==> src/rtl/death_sequence_ctrl_if.sv <==
// Signal bundle between the death-sequence controller and the game/VGA side.
// The slave side is the controller; the master side drives frame, hit and key inputs.
interface death_sequence_ctrl_if;
    logic       startOfFrame;
    logic       playerHit;
    logic       anyKey;
    logic       smileyShow;
    logic       deathShow;
    logic [2:0] fadeLevel;
    logic       gameFreeze;
    logic       restartPulse;
    logic [2:0] seqState;

    modport master (
        output startOfFrame, playerHit, anyKey,
        input  smileyShow, deathShow, fadeLevel, gameFreeze, restartPulse, seqState
    );

    modport slave (
        input  startOfFrame, playerHit, anyKey,
        output smileyShow, deathShow, fadeLevel, gameFreeze, restartPulse, seqState
    );
endinterface

==> src/rtl/death_sequence_ctrl.sv <==
// Player-death sequencer: freeze, smiley blink, overlay fade-in, wait for key, restart strobe.
// Optional macro DEATH_SEQ_TIMEOUT_EN adds an auto-restart after TIMEOUT_FRAMES in WAIT_KEY.
module death_sequence_ctrl #(
    parameter int FREEZE_FRAMES  = 30,
    parameter int BLINK_PERIOD   = 8,
    parameter int BLINK_COUNT    = 6,
    parameter int FADE_STEP      = 4,
    parameter int TIMEOUT_FRAMES = 600
) (
    input logic                   clk,
    input logic                   reset,
    death_sequence_ctrl_if.slave  bus
);

    localparam logic [2:0] S_PLAY     = 3'd0;
    localparam logic [2:0] S_FREEZE   = 3'd1;
    localparam logic [2:0] S_BLINK    = 3'd2;
    localparam logic [2:0] S_FADE     = 3'd3;
    localparam logic [2:0] S_WAIT_KEY = 3'd4;
    localparam logic [2:0] S_RESTART  = 3'd5;

    localparam int MAX_A = (FREEZE_FRAMES > BLINK_PERIOD) ? FREEZE_FRAMES : BLINK_PERIOD;
    localparam int MAX_B = (MAX_A > FADE_STEP) ? MAX_A : FADE_STEP;
`ifdef DEATH_SEQ_TIMEOUT_EN
    localparam int MAX_F = (MAX_B > TIMEOUT_FRAMES) ? MAX_B : TIMEOUT_FRAMES;
`else
    localparam int MAX_F = MAX_B;
`endif
    localparam int CNT_W = $clog2(MAX_F + 1) + 1;
    localparam int TGL_W = $clog2(BLINK_COUNT + 1) + 1;

    localparam logic [CNT_W-1:0] FREEZE_LIM = CNT_W'(FREEZE_FRAMES);
    localparam logic [CNT_W-1:0] PERIOD_LIM = CNT_W'(BLINK_PERIOD);
    localparam logic [CNT_W-1:0] STEP_LIM   = CNT_W'(FADE_STEP);
    localparam logic [TGL_W-1:0] TGL_LIM    = TGL_W'(BLINK_COUNT);
`ifdef DEATH_SEQ_TIMEOUT_EN
    localparam logic [CNT_W-1:0] TMO_LIM    = CNT_W'(TIMEOUT_FRAMES);
`endif

    logic [2:0]       state_q,   state_d;
    logic [CNT_W-1:0] frame_q,   frame_d;
    logic [TGL_W-1:0] tgl_q,     tgl_d;
    logic             smiley_q,  smiley_d;
    logic [2:0]       fade_q,    fade_d;
    logic             armed_q,   armed_d;
    logic             death_q;
    logic             freeze_q;
    logic             restart_q;
    logic [CNT_W-1:0] frame_inc;

    assign frame_inc = frame_q + CNT_W'(1);

    always_comb begin
        state_d  = state_q;
        frame_d  = frame_q;
        tgl_d    = tgl_q;
        smiley_d = smiley_q;
        fade_d   = fade_q;
        armed_d  = armed_q;

        case (state_q)
            S_PLAY: begin
                // A start-of-frame coinciding with the hit is deliberately not counted.
                smiley_d = 1'b1;
                fade_d   = 3'd0;
                if (bus.playerHit) begin
                    state_d = S_FREEZE;
                    frame_d = '0;
                end
            end
            S_FREEZE: begin
                if (bus.startOfFrame) begin
                    if (frame_q >= FREEZE_LIM) begin
                        state_d = S_BLINK;
                        frame_d = '0;
                        tgl_d   = '0;
                    end else begin
                        frame_d = frame_inc;
                    end
                end
            end
            S_BLINK: begin
                if (bus.startOfFrame) begin
                    if (tgl_q >= TGL_LIM) begin
                        state_d  = S_FADE;
                        smiley_d = 1'b0;
                        frame_d  = '0;
                        fade_d   = 3'd0;
                    end else if (frame_inc >= PERIOD_LIM) begin
                        frame_d  = '0;
                        smiley_d = ~smiley_q;
                        tgl_d    = tgl_q + TGL_W'(1);
                    end else begin
                        frame_d  = frame_inc;
                    end
                end
            end
            S_FADE: begin
                if (bus.startOfFrame) begin
                    if (frame_inc >= STEP_LIM) begin
                        frame_d = '0;
                        if (fade_q == 3'd7) begin
                            state_d = S_WAIT_KEY;
                            armed_d = 1'b0;
                        end else begin
                            fade_d = fade_q + 3'd1;
                        end
                    end else begin
                        frame_d = frame_inc;
                    end
                end
            end
            S_WAIT_KEY: begin
                // Arming on a sampled release keeps a key held since the hit from restarting.
                fade_d  = 3'd7;
                armed_d = armed_q | ~bus.anyKey;
                if (bus.anyKey && armed_q) begin
                    state_d = S_RESTART;
                end
`ifdef DEATH_SEQ_TIMEOUT_EN
                else if (bus.startOfFrame) begin
                    if (frame_inc >= TMO_LIM) begin
                        state_d = S_RESTART;
                    end else begin
                        frame_d = frame_inc;
                    end
                end
`endif
            end
            S_RESTART: begin
                state_d  = S_PLAY;
                armed_d  = 1'b0;
                smiley_d = 1'b1;
                fade_d   = 3'd0;
            end
            default: begin
                state_d  = S_PLAY;
                smiley_d = 1'b1;
                fade_d   = 3'd0;
                armed_d  = 1'b0;
            end
        endcase
    end

    always_ff @(posedge clk) begin
        if (reset) begin
            state_q   <= S_PLAY;
            frame_q   <= '0;
            tgl_q     <= '0;
            smiley_q  <= 1'b1;
            fade_q    <= 3'd0;
            armed_q   <= 1'b0;
            death_q   <= 1'b0;
            freeze_q  <= 1'b0;
            restart_q <= 1'b0;
        end else begin
            state_q   <= state_d;
            frame_q   <= frame_d;
            tgl_q     <= tgl_d;
            smiley_q  <= smiley_d;
            fade_q    <= fade_d;
            armed_q   <= armed_d;
            death_q   <= (state_d == S_FADE) || (state_d == S_WAIT_KEY);
            freeze_q  <= (state_d != S_PLAY);
            restart_q <= (state_d == S_RESTART);
        end
    end

    assign bus.smileyShow   = smiley_q;
    assign bus.deathShow    = death_q;
    assign bus.fadeLevel    = fade_q;
    assign bus.gameFreeze   = freeze_q;
    assign bus.restartPulse = restart_q;
    assign bus.seqState     = state_q;

endmodule
==> src/flat_wrapper.sv <==
// flat-port wrapper written by rule: the top's interface ports become plain ports
module death_sequence_ctrl_flat 
#(
    parameter int FREEZE_FRAMES  = 30,
    parameter int BLINK_PERIOD   = 8,
    parameter int BLINK_COUNT    = 6,
    parameter int FADE_STEP      = 4,
    parameter int TIMEOUT_FRAMES = 600
)
  (clk, reset, bus_startOfFrame, bus_playerHit, bus_anyKey, bus_smileyShow, bus_deathShow, bus_fadeLevel, bus_gameFreeze, bus_restartPulse, bus_seqState);
  death_sequence_ctrl_if bus_i ();
  input logic clk;
  input logic reset;
  input wire logic [$bits(bus_i.startOfFrame)-1:0] bus_startOfFrame;
  input wire logic [$bits(bus_i.playerHit)-1:0] bus_playerHit;
  input wire logic [$bits(bus_i.anyKey)-1:0] bus_anyKey;
  output wire logic [$bits(bus_i.smileyShow)-1:0] bus_smileyShow;
  output wire logic [$bits(bus_i.deathShow)-1:0] bus_deathShow;
  output wire logic [$bits(bus_i.fadeLevel)-1:0] bus_fadeLevel;
  output wire logic [$bits(bus_i.gameFreeze)-1:0] bus_gameFreeze;
  output wire logic [$bits(bus_i.restartPulse)-1:0] bus_restartPulse;
  output wire logic [$bits(bus_i.seqState)-1:0] bus_seqState;
  assign bus_i.startOfFrame = bus_startOfFrame;
  assign bus_i.playerHit = bus_playerHit;
  assign bus_i.anyKey = bus_anyKey;
  assign bus_smileyShow = bus_i.smileyShow;
  assign bus_deathShow = bus_i.deathShow;
  assign bus_fadeLevel = bus_i.fadeLevel;
  assign bus_gameFreeze = bus_i.gameFreeze;
  assign bus_restartPulse = bus_i.restartPulse;
  assign bus_seqState = bus_i.seqState;
  death_sequence_ctrl #(.FREEZE_FRAMES(FREEZE_FRAMES), .BLINK_PERIOD(BLINK_PERIOD), .BLINK_COUNT(BLINK_COUNT), .FADE_STEP(FADE_STEP), .TIMEOUT_FRAMES(TIMEOUT_FRAMES)) u_core (.clk(clk), .reset(reset), .bus(bus_i));
endmodule
==> config.mk <==
export PLATFORM = sky130hd
export DESIGN_NAME = death_sequence_ctrl_flat
export DESIGN_NICKNAME = d
export VERILOG_FILES = /design/src/rtl/death_sequence_ctrl_if.sv /design/src/rtl/death_sequence_ctrl.sv /design/src/flat_wrapper.sv
export SDC_FILE = /design/constraint.sdc
export NUM_CORES = 1
export LEC_CHECK = 0
export CAP_MARGIN = 10
export CELL_PAD_IN_SITES_DETAIL_PLACEMENT = 1
export CELL_PAD_IN_SITES_GLOBAL_PLACEMENT = 1
export CORE_MARGIN = 10
export CORE_UTILIZATION = 37
export DETAILED_ROUTE_END_ITERATION = 8
export PLACE_DENSITY = 0.79
export SETUP_SLACK_MARGIN = 0.4
export SKIP_CTS_REPAIR_TIMING = 1
export SLEW_MARGIN = 20
export SYNTH_ARGS = -nofsm -noshare
export SYNTH_HDL_FRONTEND = slang
export SYNTH_SLANG_ARGS = --single-unit
==> constraint.sdc <==
create_clock -name clk -period 1.7 [get_ports clk]
set_input_delay 0.255 -clock clk [delete_from_list [all_inputs] [get_ports clk]]
set_output_delay 0.255 -clock clk [all_outputs]
set_load 0.05 [all_outputs]
Yosys cells after proc, flatten, opt, wreduce, memory -nomap -nowiden
Index checks and enable logic that the tools add are counted.
W data, S select, Z words.
- word-level logic and storage cells: 94
- bits in registers: 21
- add/subtract/negate cells: 3
- multiplexer cells: 39
- bitwise operators: 6
- equal/unequal tests: 20
- reduce and logical (&&, ||, !) cells: 13
- $lt $le $gt $ge: 4
- operators by type and width (operator ; count):
    $mux W6 ; 8
    $mux W3 ; 14
    $pmux W6 S4 ; 1
    $mux W4 ; 5
    $pmux W3 S5 ; 1
    $eq A3 B3 Y1 const B ; 4
    $ne A2 B2 Y1 const B ; 6
    $pmux W3 S4 ; 1
    $reduce_and A6 Y1 ; 2
    $ne A2 B1 Y1 const B ; 5
    $eq A3 B2 Y1 const B ; 3
    $pmux W4 S2 ; 1
    $add A6 B1 Y6 const B ; 1
    $ge A6 B3 Y1 const B ; 1
    $ge A6 B4 Y1 const B ; 1
    $ge A6 B5 Y1 const B ; 1
    $mux W1 ; 6
    $reduce_or A3 Y1 ; 2
    $not A1 Y1 ; 5
    $reduce_and A5 Y1 ; 1
    $add A4 B1 Y4 const B ; 1
    $ge A4 B3 Y1 const B ; 1
    $reduce_and A4 Y1 ; 1
    $reduce_bool A4 Y1 ; 1
    other kinds (12) ; 12

Logic depth before layout (Yosys ltp)
- word-level depth: 7
- gate-level depth with buffers: 7
- gate-level depth less buffers: 7

Worst setup path after synthesis
No wires, ideal clock.
- path kind: reg-to-reg
- start: register u_core.state_q[1], in the netlist u_core.bus.seqState[1]
- end: register u_core.fade_q[1], in the netlist u_core.bus.fadeLevel[1]
- arrival time: 1.832 ns
- period minus slack after synthesis: 1.951 ns
- slack: -0.251 ns
- data required time: 1.581 ns
- buffers on the path: 1
- stages on the path, launching flop included: 7
- cells stage by stage: dfxtp_1 buf_2 nor2_1 nand2_1 o2111ai_1 or2_1 o221a_2
- longest elaborated chain between the ends: 3
- ends and longest elaborated chain (element ; RTL line ; source):
    from (decl) ; death_sequence_ctrl.sv:40 ; logic [2:0] state_q, state_d;
    from (signal assigned) ; death_sequence_ctrl.sv:157 ; state_q <= state_d;
    $eq A3 B2 Y1 or $eq A3 B1 Y1 (tied branches) ; death_sequence_ctrl.sv:61 ; case (state_q)
    $ne A2 B2 Y1 (no line) (tied with other cells) ; n/a ;
    $reduce_and A6 Y1 (no line) ; n/a ;
    to (signal assigned) ; death_sequence_ctrl.sv:151 ; fade_q <= 3'd0;
    to (signal assigned) ; death_sequence_ctrl.sv:161 ; fade_q <= fade_d;
    to (decl) ; death_sequence_ctrl.sv:44 ; logic [2:0] fade_q, fade_d;
Parallel ways exist; a longest one is shown, timed or not.
A chain may end at the register's enable or synchronous reset.

Final worst setup path
- start: register u_core.tgl_q[0]
- end: register u_core.fade_q[0], in the netlist u_core.bus.fadeLevel[0]
- longest elaborated chain between the ends: 3
- ends and longest elaborated chain (element ; RTL line ; source):
    from (decl) ; death_sequence_ctrl.sv:42 ; logic [TGL_W-1:0] tgl_q, tgl_d;
    from (signal assigned) ; death_sequence_ctrl.sv:159 ; tgl_q <= tgl_d;
    $ge A4 B3 Y1 ; death_sequence_ctrl.sv:84 ; if (tgl_q >= TGL_LIM) begin
    $ne A2 B1 Y1 (no line) ; n/a ;
    $reduce_and A6 Y1 (no line) ; n/a ;
Every way passes these cells.

==> metrics <==
hold slack 0.561 ns; RSZ-0062 raised after global routing true; P_sw 316 uW; DRC violations left 0; commonest non-fill, non-tap cell in the layout buf_4; Int Pwr 668 uW; worst setup margin -0.165 ns; Ys Warns 0; maximum number of pins on one net before global-route repair 13; fillers 405; CP Launch Point u_core.tgl_q[0]; most frequent cells in the layout buf_4, nand2_1, a21oi_1, dfxtp_1, o21ai_0; share of layout cells above drive strength 1 0.493; Yosys top cell area share 0.323; critical path peak fanout 5; Post-synth EDFFs 0; GR Overflow Total 0; Clock Skews 0.00243 ns; first-pass GRT wire length 7010 um; via count 1417; Sw Share 0.321; total CTS buffers 3; row cnt 21; LEAKAGE 0.000777 uW; Reg power frac 0.517; class of the worst hold path flip-flop to flip-flop; Die ar. 6280 sq um; async set-reset flop share out of synthesis 0; final worst-path cycle share 1.10; CP startpoint kind flip-flop; GPL Wtd Cong 0.836; Logic pwr share 0.196; H-tree Lvls 1; Antenna Cells 0; endpoints failing hold 0; antenna violations before repair 0; critical setup path kind flip-flop to flip-flop; ys flop type dfxtp_1; Final Power 984 uW; failing checks setup timing; Reg-to-Reg Start u_core.tgl_q[0]; CTS tree done; final wirelength 5230 um; final core utilization 0.593; WL/cell 21.2 um; final net count 213; fmax 536 MHz; post-route ant nets 0; drt via density 5.74; Worst Max-Slew Pin Slew 0.348 ns; Post-Synthesis Cell Area 1300 sq um; area leader, netlist dfxtp_1; synthesized flop and latch total 21; DIE HEIGHT 79.3 um; Initial Utilization 0.387; DR pass1 iterations 4; Crit path arrival time 2.16 ns; final critical-path required period 1.87 ns; root buf cell clkbuf_4; Sink Count 21; synthesized instance count 151; Hold Path Origin u_core.bus.smileyShow; top post-synthesis cells by area dfxtp_1, ha_1, a21oi_1, o21ai_0, nand2_1; synth unique cells 53; CORE AREA 3360 sq um; status finished with violations; area growth from synthesis to layout 53.5%; sequential share of the synthesized area 0.323; setup TNS -1.18 ns; Ports 15; worst vdd ir 287 uV; port bufs 14; detailed placement HPWL 3360 um; GRT Total Usage 0.139; Final setup viols 15; Worst EP required 1.99 ns; Pwr Density 493 nW/um^2; Reg clk slew, reported paths 0.13 ns; max_slew headroom 0.766; max_cap viols 0; CTS max path bufs 2; Hold Crit Depth 1; 1st-iter DRT viols 104; CP endpoint kind flip-flop; Mapped Nets 162; Final Max Tran Viols 0; Die W 79.3 um; worst r2r path cells 7; Mapped Avg Cell Area 8.61 sq um; clock latency on the worst-skew pair 0.34 ns; vias in the first global route 1434; clock power share 0.286
-- worst max-delay path, stage by stage, from the launching register on --
cell and delay [ns]:
dfxtp_2 0.36, inv_2 0.04, ha_4 0.15, o21a_4 0.22, or4b_4 0.56, a31oi_4 0.20, o211a_1 0.18, a31o_1 0.09
-- logic make-up after synthesis --
family | count (synthesis) | share of synthesized area
xor+xnor | 1 | 0.00674
flops | 21 | 0.323
buf+inv | 14 | 0.0491
fa+ha+maj | 6 | 0.0577
simple gates | 57 | 0.268
mux | 1 | 0.0173
compound gates | 51 | 0.278
-- routing by layer --
layer	GRT usage	share of wire
met4	0.0717	0.021
met1	0.151	0.42
met5	0	0
met2	0.248	0.53
met3	0.0304	0.028
-- synthesized netlist by cell type, drive strengths merged (2+ instances only) --
library cell	count
a211oi	3
a21oi	13
a31oi	3
buf	4
clkbuf	3
dfxtp	21
ha	6
inv	7
nand2	13
nand2b	4
nand3	6
nor2	7
nor3	7
nor3b	2
nor4b	2
o2111ai	3
o21a	4
o21ai	11
o221a	2
or2	2
or3	4
-- area by class of cell --
cell class | count | area, sq um | area share
clock buffers | 4 | 26.3 | 0.0132
inverters | 7 | 28.8 | 0.0144
multi-input cells | 116 | 1010 | 0.505
flip-flops and latches | 21 | 445 | 0.223
well taps | 46 | 57.6 | 0.0288
repair buffers | 53 | 430 | 0.216
-- stage by stage --
step	std cells	cell area, sq um	worst slack (ns)
floorplan	151	1420	-0.0282
global placement	231	1750	-0.0764
detailed placement	231	1750	-0.148
CTS	235	1780	-0.185
global route	247	2000	-0.267
finish	247	2000	-0.165
-- power by group through the flow --
stage | Sequential (uW) | Combinational [uW] | Clock (uW)
floorplan | 544 | 71.8 | 0
global placement | 520 | 160 | 0
detailed placement | 521 | 168 | 0
CTS | 510 | 169 | 277
global route | 511 | 208 | 300
finish | 509 | 193 | 282
-- flip-flops by register name, indices dropped and copies added, names as in the netlist --
signal                   cells
u_core.tgl_q                 4
u_core.bus.restartPulse      1
u_core.bus.seqState          3
u_core.bus.smileyShow        1
u_core.frame_q               6
u_core.bus.deathShow         1
u_core.bus.fadeLevel         3
u_core.armed_q               1
u_core.bus.gameFreeze        1
-- final timing paths --
kind                            slack [ns]                 endpoint
worst max-delay path                 -0.17  u_core.bus.fadeLevel[0]
worst min-delay path                  0.56    u_core.bus.smileyShow
worst max register to register       -0.17  u_core.bus.fadeLevel[0]
worst min register to register        0.56    u_core.bus.smileyShow
Note: power is estimated with default switching activity, not from simulation.
